[src/rtl/display_scanner.sv]
// Two-digit multiplexed 7-segment scanner with a one-cycle blank on every digit switch.
// Optional macro LEADING_ZERO_BLANK_EN blanks a zero tens digit.
module display_scanner #(
  parameter int unsigned REFRESH_DIV = 100
) (
  input  logic       clk,
  input  logic       reset_n,
  input  logic       load,
  input  logic [3:0] ten_count,
  input  logic [3:0] unit_count,
  output logic [6:0] segments,
  output logic       digit
);

  typedef enum logic {SCAN_UNITS = 1'b0, SCAN_TENS = 1'b1} state_e;

  localparam logic [15:0] CNT_MAX = 16'(REFRESH_DIV - 1);

  // Reset asserts asynchronously but releases only after two clean edges.
  logic rs1_q, rs2_q;
  always_ff @(posedge clk or negedge reset_n) begin
    if (!reset_n) begin
      rs1_q <= 1'b0;
      rs2_q <= 1'b0;
    end else begin
      rs1_q <= 1'b1;
      rs2_q <= rs1_q;
    end
  end

  state_e      state_q, state_d;
  logic [15:0] cnt_q, cnt_d;
  logic [3:0]  tens_q, tens_d, units_q, units_d;
  logic        shown_q, shown_d;
  logic [6:0]  seg_q, seg_d;
  logic        wrap;
  logic [3:0]  sel;

  function automatic logic [6:0] decode(input logic [3:0] v);
    case (v)
      4'd0:    decode = 7'h3F;
      4'd1:    decode = 7'h06;
      4'd2:    decode = 7'h5B;
      4'd3:    decode = 7'h4F;
      4'd4:    decode = 7'h66;
      4'd5:    decode = 7'h6D;
      4'd6:    decode = 7'h7D;
      4'd7:    decode = 7'h07;
      4'd8:    decode = 7'h7F;
      4'd9:    decode = 7'h6F;
      default: decode = 7'h40;
    endcase
  endfunction

  always_comb begin
    wrap    = (cnt_q == CNT_MAX);
    cnt_d   = wrap ? 16'd0 : cnt_q + 16'd1;
    state_d = state_q;
    if (wrap) state_d = (state_q == SCAN_UNITS) ? SCAN_TENS : SCAN_UNITS;
    tens_d  = load ? ten_count  : tens_q;
    units_d = load ? unit_count : units_q;
    shown_d = shown_q | load;
    // Display path uses the registers as they stood before this edge,
    // giving the one-cycle load-to-segment latency.
    sel     = (state_q == SCAN_TENS) ? tens_q : units_q;
    seg_d   = decode(sel);
`ifdef LEADING_ZERO_BLANK_EN
    if (state_q == SCAN_TENS && tens_q == 4'd0) seg_d = 7'h00;
`endif
    if (wrap || !shown_q) seg_d = 7'h00;
  end

  always_ff @(posedge clk or negedge rs2_q) begin
    if (!rs2_q) begin
      state_q <= SCAN_UNITS;
      cnt_q   <= 16'd0;
      tens_q  <= 4'd0;
      units_q <= 4'd0;
      shown_q <= 1'b0;
      seg_q   <= 7'h00;
    end else begin
      state_q <= state_d;
      cnt_q   <= cnt_d;
      tens_q  <= tens_d;
      units_q <= units_d;
      shown_q <= shown_d;
      seg_q   <= seg_d;
    end
  end

  assign segments = seg_q;
  assign digit    = (state_q == SCAN_TENS);

endmodule

[config.mk]
export PLATFORM = sky130hd
export DESIGN_NAME = display_scanner
export DESIGN_NICKNAME = d
export VERILOG_FILES = /design/src/rtl/display_scanner.sv
export SDC_FILE = /design/constraint.sdc
export NUM_CORES = 1
export LEC_CHECK = 0
export ABC_CLOCK_PERIOD_IN_PS = 1300
export CORE_MARGIN = 1
export CORE_UTILIZATION = 54
export CTS_CLUSTER_DIAMETER = 50
export DETAILED_ROUTE_END_ITERATION = 10
export GPL_ROUTABILITY_DRIVEN = 0
export PLACE_DENSITY = 0.84
export RECOVER_POWER = 25
export SLEW_MARGIN = 20
export SYNTH_ARGS = -nofsm -noshare
export SYNTH_HDL_FRONTEND = slang
export SYNTH_SLANG_ARGS = --single-unit
export TNS_END_PERCENT = 20
[constraint.sdc]
create_clock -name clk -period 1.3 [get_ports clk]
set_input_delay 0.26 -clock clk [delete_from_list [all_inputs] [get_ports clk]]
set_output_delay 0.26 -clock clk [all_outputs]
set_load 0.1 [all_outputs]
==> key figures, run 1 <==
Timing
  – Min cycle time layout: 1.495 ns
  – Final Hold Slack: 0.1407 ns
  – Clock Skew: 0.02109 ns
  – Setup-failing EPs final: 23
  – Hold Fails Final Rpt: 0
  – RSZ-0062 raised after global routing: true
  – Max_slew headroom: 62.98%
  – Fmax: 0.6688 GHz
  – Worst-margin pin slew: around 0.56 ns
  – Worst Slack Setup Final: -0.1953 ns
  – Final Slew Violations: 0
  – Final Cycle Share: 115.0%

Detailed routing
  – Via count: 1264
  – DRC Markers: 0
  – DRT Pass-1 Iters: 4
  – First DRT Iteration DRCs: 52
  – Final ANT Viol Nets: 0
  – Post-DR wirelength/cell: around 19 um
  – Via-per-instance ratio: 5.772
  – Final WL: 4246 um

Worst setup path
  – Cell Chain, Critical Path: buf_4 > buf_12
  – CP bufs+invs: 2
  – Data required time of the worst path: 1.04 ns
  – Critical path class: register to output pin
  – Arrival time worst endpoint: roughly 1.2 ns
  – Worst path slowest cell: dfrtp_4
  – WP depth: 2
  – Cell family with most CP delay: flip-flops
  – R2R cell count: 4
  – R2R Setup Slk: -0.19 ns
  – Critical path's largest stage delay: 0.55 ns
  – Crit path max fanout: 6
  – Setup crit end kind: output pin
  – Worst Setup Start Kind: register

Layout
  – Area grow syn2layout: 47.07%
  – Final-stage net count: slightly above 200
  – Final Instance Area: around 0.0023 mm2
  – # diodes: 0
  – Share of cells above drive strength 1: 47.87%

Floorplanning
  – Die H: 56.08 um
  – Die W: 56.08 um
  – Io pins: 19
  – Core region area: 0.002758 mm2
  – Die Footprint: 0.003144 mm2
  – Initial Utilization: between 50% and 60%
  – Num rows: 19

Global route
  – Pin count of the biggest net entering global routing: 14
  – GRT Residual Overflow: 0
  – Antenna violations before repair: 0
  – Global-route wire length before repair: 6451 um
  – Number of global-route vias before repair: 1363
  – Global Route Usage Sum: 28.27%

Yosys
  – Ys Warns: 0
  – Post-synth top area cell: dfrtp_1
  – Flop and latch count out of synthesis: 35
  – Post-synth EDFFs: 0
  – Seq/Total Area, Yosys: 55.47%
  – Mapped Nets: 152
  – Library cells used by synthesis: 31
  – Most common cell in the synthesized netlist: dfrtp_1
  – Syn Std Cell Area: between 0.0015 and 0.002 mm2
  – Top cells by area, synth: dfrtp_1 (55%), mux2_2 (7.8%), xnor2_1 (4.4%)
  – Top cell type's share of synthesized area: between 50% and 60%
  – Post-synthesis average cell area: 11.61 um2
  – Synth Flop Type: dfrtp_1
  – Async S/R FF share, synth: between 90% and 100%
  – Mapped Cells: ~140
  – Commonest cells post-synth: dfrtp_1 (35), nand2_1 (12), nor2_1 (12)

CTS
  – Clock-pin slew on the worst setup and hold paths: around 0.10 ns
  – # clock sinks: 35
  – Maximum buffer depth of the clock tree: 2
  – Clock root cell: clkbuf_4
  – Clock latency on the worst-skew pair: 0.35 ns
  – TritonCTS Buffers: 5
  – H-tree depth: 2
  – CTS tree: yes
  – Hold buffers post-CTS: 0

Flow run
  – Max cap viols: 0

Placement
  – Hpwl dp: ~2800 um
  – Port bufs: 18
  – Placed Area: between 0.002 and 0.0025 mm2

Pwr
  – Overall Power: 0.002536 W
  – Pwr Density: around 1100 mW/mm2
  – Clk pwr share: 27.1%
  – Cell-internal power: 0.001713 W
  – Switch share: 32.44%
  – Leakage: 1.027 nW
  – Net switching power: 0.0008228 W
  – Logic pwr share: 24.7%
  – Sequential Power Share: around 48%
  – VDD IR max: 0.001208 V

Run status
  – Run status: complete, but fails checks
  – Failing checks: negative setup slack

Min path
  – Hold crit path type: input port to asynchronous set/reset pin
layout make-up:
cell class                      count  area, um2
Multi-Input combinational cell     94      824.5
Sequential cell                    35      882.1
Tap cell                           31      38.79
Inverter                            3      11.26
Fill cell                         135      435.4
Timing Repair Buffer               48      496.7
Clock buffer                        8      68.82
registers in the layout (all words and copies together) (netlist names):
register / cells
digit: 1
shown_q: 1
cnt_q: 16
rs2_q: 1
rs1_q: 1
units_q: 4
segments: 7
tens_q: 4
stage by stage:
step / std cells / worst slack [ns] / util, % / setup TNS, ns
final: 219 / -0.1953 / 84.21 / -2.720
after global routing: 219 / -0.2631 / 84.21 / -4.095
after CTS: 217 / -0.2251 / 80.90 / -2.548
after detailed placement: 208 / -0.2989 / 76.27 / -5.395
after global placement: 208 / -0.1452 / 76.27 / -2.246
after floorplan: 136 / -0.3537 / - / -2.899
cells by family after synthesis:
group / after synthesis / synth area share [%]
AND/OR/NAND/NOR: 47 / 15.77
flip-flops: 35 / 55.47
buffers and inverters: 7 / 2.298
adder cells (fa/ha/maj): 5 / 3.962
multiplexers: 15 / 10.38
AO/OA/AOI/OAI: 13 / 4.676
other: 1 / 0.2375
XOR/XNOR: 13 / 7.211
timing repair:
item | CTS | global route
pin swaps | 12 | 7
resized for setup | 15 | 16
setup buffers | 1 | 2
endpoints found under the hold margin | 0 | 0
endpoints found under the setup margin | 23 | 23
layer usage:
layer | track usage [%] | part of all wire (%)
met5 | 0 | 0
met4 | 14.63 | 3.9
met3 | 7.674 | 3.3
met2 | 52.38 | 56
met1 | 28.53 | 37
power groups by stage:
stage / clock [W] / combinational, W / sequential, W
after floorplan: 0 / 0.000129 / 0.00147
after global placement: 0 / 0.000598 / 0.00123
after detailed placement: 0 / 0.000613 / 0.00124
after CTS: 0.000686 / 0.000615 / 0.00122
after global routing: 0.000744 / 0.000652 / 0.00123
final: 0.000686 / 0.000627 / 0.00122
path summary, 6_finish.rpt:
kind	from	end
worst max-delay path	digit$_DFFE_PN0N_	digit
worst min-delay path	reset_n	rs2_q$_DFF_PN0_
worst max register to register	cnt_q[4]$_DFF_PN0_	cnt_q[13]$_DFF_PN0_
worst min register to register	rs2_q$_DFF_PN0_	cnt_q[4]$_DFF_PN0_
max in group asynchronous	rs2_q$_DFF_PN0_	cnt_q[7]$_DFF_PN0_
min in group clk	rs1_q$_DFF_PN0_	rs2_q$_DFF_PN0_
cells in the final DEF (no fill, tap or decap), drive strengths merged, types with 2 or more instances in the layout:
master         instances
nand2                 12
mux2i                  4
clkdlybuf4s50          9
clkbuf                 8
xor2                   5
ha                     5
a21oi                  8
buf                   38
o21ai                  2
mux2                  11
inv                    3
dfrtp                 35
xnor2                  8
nor2                  12
nor4                   4
nand4                  3
nand2b                 3
nor3                   2
or3                    2
nand3                  5
Power figures use the tool's default switching activity.
==> inputs of run 2 (changes only) <==
Settings changed: CORE_UTILIZATION 54 to 57, CTS_BUF_LIST from default to sky130_fd_sc_hd__clkbuf_8, PLACE_DENSITY 0.84 to 0.87.
==> key figures, run 2 (synthesized netlist as in run 1, its figures left out) <==
Floorplanning
  – Die H: 54.63 um (was 56.08 um)
  – Core region area: 0.002545 mm2 (was 0.002758 mm2)
  – Initial Utilization: 62.05% (was 57.26%)
  – Num rows: 18 (was 19)
  – Die W: 54.63 um (was 56.08 um)
  – Die Footprint: 0.002984 mm2 (was 0.003144 mm2)
  – Io pins: 19 (unchanged)

Worst setup path
  – Data required time of the worst path: 1.45 ns (was 1.04 ns)
  – Setup crit end kind: register (was output pin)
  – Crit path max fanout: 6 (unchanged)
  – Worst Setup Start Kind: register (unchanged)
  – Arrival time worst endpoint: 1.72 ns (was 1.24 ns)
  – Critical path class: register to register (was register to output pin)
  – R2R Setup Slk: -0.27 ns (was -0.19 ns)

Pwr
  – Clk pwr share: 26.9% (was 27.1%)
  – Pwr Density: 1112 mW/mm2 (was 1092 mW/mm2)
  – Sequential Power Share: 47.8% (was 48.2%)
  – Leakage: 1.013 nW (was 1.027 nW)
  – Cell-internal power: 0.001748 W (was 0.001713 W)
  – Logic pwr share: 25.3% (was 24.7%)
  – Switch share: 31.59% (was 32.44%)
  – VDD IR max: 0.001388 V (was 0.001208 V)
  – Net switching power: 0.0008070 W (was 0.0008228 W)
  – Overall Power: 0.002555 W (was 0.002536 W)

Global route
  – Global-route wire length before repair: 6375 um (was 6451 um)
  – GRT Residual Overflow: 0 (unchanged)
  – Global Route Usage Sum: 32.63% (was 28.27%)
  – Number of global-route vias before repair: 1322 (was 1363)
  – Pin count of the biggest net entering global routing: 34 (was 14)
  – Antenna violations before repair: 0 (unchanged)

Timing
  – Final Hold Slack: 0.2221 ns (was 0.1407 ns)
  – Worst-margin pin slew: 0.7965 ns (was 0.5553 ns)
  – Min cycle time layout: 1.572 ns (was 1.495 ns)
  – Hold Fails Final Rpt: 0 (unchanged)
  – Max_slew headroom: 46.90% (was 62.98%)
  – Final Slew Violations: 0 (unchanged)
  – Setup-failing EPs final: 20 (was 23)
  – RSZ-0062 raised after global routing: true (unchanged)
  – Final Cycle Share: 120.9% (was 115.0%)
  – Fmax: 0.6360 GHz (was 0.6688 GHz)
  – Worst Slack Setup Final: -0.2723 ns (was -0.1953 ns)
  – Clock Skew: 0.008704 ns (was 0.02109 ns)

Layout
  – Area of the multi-input gates: 817.0 um2 (was 824.5 um2)
  – Fin cells: 214 (was 219)
  – Most common cell after layout, fill and taps aside: dfrtp_1 (unchanged)
  – Most frequent cells in the layout: dfrtp_1 (33), buf_4 (24), mux2_2 (10), nand2_1 (10), clkdlybuf4s50_1 (9) (was dfrtp_1 (32), buf_4 (27), nand2_1 (11))
  – Share of cells above drive strength 1: 46.20% (was 47.87%)
  – Final-stage net count: 201 (was 203)
  – # diodes: 0 (unchanged)
  – Max reg flops: 16 (unchanged)
  – Largest Register: cnt_q (unchanged)
  – Fillcell total: 100 (was 135)
  – Register area: 880.8 um2 (was 882.1 um2)
  – Area grow syn2layout: 45.56% (was 47.07%)

CTS
  – # clock sinks: 35 (unchanged)
  – Hold buffers post-CTS: 0 (unchanged)
  – Clock-pin slew on the worst setup and hold paths: 0.06 ns (was 0.10 ns)
  – TritonCTS Buffers: 5 (unchanged)
  – Maximum buffer depth of the clock tree: 2 (unchanged)
  – Clock root cell: clkbuf_8 (was clkbuf_4)
  – CTS tree: yes (unchanged)
  – H-tree depth: 2 (unchanged)
  – Clock latency on the worst-skew pair: 0.28 ns (was 0.35 ns)

Detailed routing
  – DRT Pass-1 Iters: 4 (unchanged)
  – DRC Markers: 0 (unchanged)
  – Via-per-instance ratio: 5.949 (was 5.772)
  – First DRT Iteration DRCs: 25 (was 52)
  – Post-DR wirelength/cell: 19.81 um (was 19.39 um)
  – Via count: 1273 (was 1264)
  – Final ANT Viol Nets: 0 (unchanged)
  – Final WL: 4239 um (was 4246 um)

Run status
  – Run status: complete, but fails checks (unchanged)
  – Failing checks: negative setup slack (unchanged)

Flow run
  – Max cap viols: 0 (unchanged)

Placement
  – Port bufs: 18 (unchanged)
  – Placed insts: 203 (was 208)
  – Hpwl dp: 2579 um (was 2778 um)

Min path
  – Hold crit path type: input port to asynchronous set/reset pin (unchanged)
==> run 2: what timing repair did <==
item / 4_1_cts / 5_1_grt
buffers inserted: 2 / 3
pin swaps: 11 / 8
endpoints found under the setup margin: 23 / 23
gates cloned: 0 / 0
resized for setup: 17 / 13
==> run 2: power by group through the flow <==
stage | logic (W) | clock network, W | registers (W)
final | 0.000646 | 0.000688 | 0.00122
after global placement | 0.000608 | 0 | 0.00123
after global routing | 0.000671 | 0.000746 | 0.00122
after floorplan | 0.000129 | 0 | 0.00147
after detailed placement | 0.000622 | 0 | 0.00123
after CTS | 0.000643 | 0.000709 | 0.00122
==> run 2: final cells by class <==
type	instances	area share [%]
clock inverters	1	0.1633
multi-input cells	94	35.55
repair buffers	46	20.85
well taps	30	1.633
clock buffers	5	2.994
flip-flops and latches	35	38.32
inverters	3	0.4899
==> run 2: path summary, 6_finish.rpt <==
path                                    endpoint              start  depth (start not counted)
min in group clk                 rs2_q$_DFF_PN0_    rs1_q$_DFF_PN0_                          0
min                              rs1_q$_DFF_PN0_            reset_n                          1
min reg2reg                      rs2_q$_DFF_PN0_    rs1_q$_DFF_PN0_                          0
max                        segments[3]$_DFF_PN0_  digit$_DFFE_PN0N_                          5
max reg2reg                segments[3]$_DFF_PN0_  digit$_DFFE_PN0N_                          5
max in group asynchronous      digit$_DFFE_PN0N_    rs2_q$_DFF_PN0_                          1
==> run 2: worst max-delay path, cell delays in order (launching register included) <==
cell     delay [ns]
dfrtp_4        0.54
buf_4          0.17
mux2i_1        0.41
a21oi_2        0.12
o21ai_1        0.11
a21oi_1        0.10
==> run 2: metrics by stage <==
step | utilization, % | worst slack (ns) | cell area (um2) | TNS (ns)
5_1_grt | 90.31 | -0.2945 | 2298 | -3.232
6_report | 90.31 | -0.2723 | 2298 | -2.183
3_3_place_gp | 81.42 | -0.1590 | 2072 | -3.024
3_5_place_dp | 81.42 | -0.2586 | 2072 | -4.680
4_1_cts | 87.71 | -0.2379 | 2232 | -1.865
2_1_floorplan | - | -0.3537 | 1637 | -2.899
==> run 2: per-layer routing <==
layer / up-vias / track usage, % / share of wire, %
met4: 0 / 16.67 / 2.6
met5: - / 0 / 0
li1: 562 / - / -
met1: 655 / 34.41 / 38
met2: 44 / 57.63 / 55
met3: 12 / 10.00 / 3.7
==> inputs of run 3 (changes only) <==
Settings changed: HOLD_SLACK_MARGIN from default to 0.03.
==> results of run 3 <==
The final DEF is identical to that of run 2; final timing and power are the same.
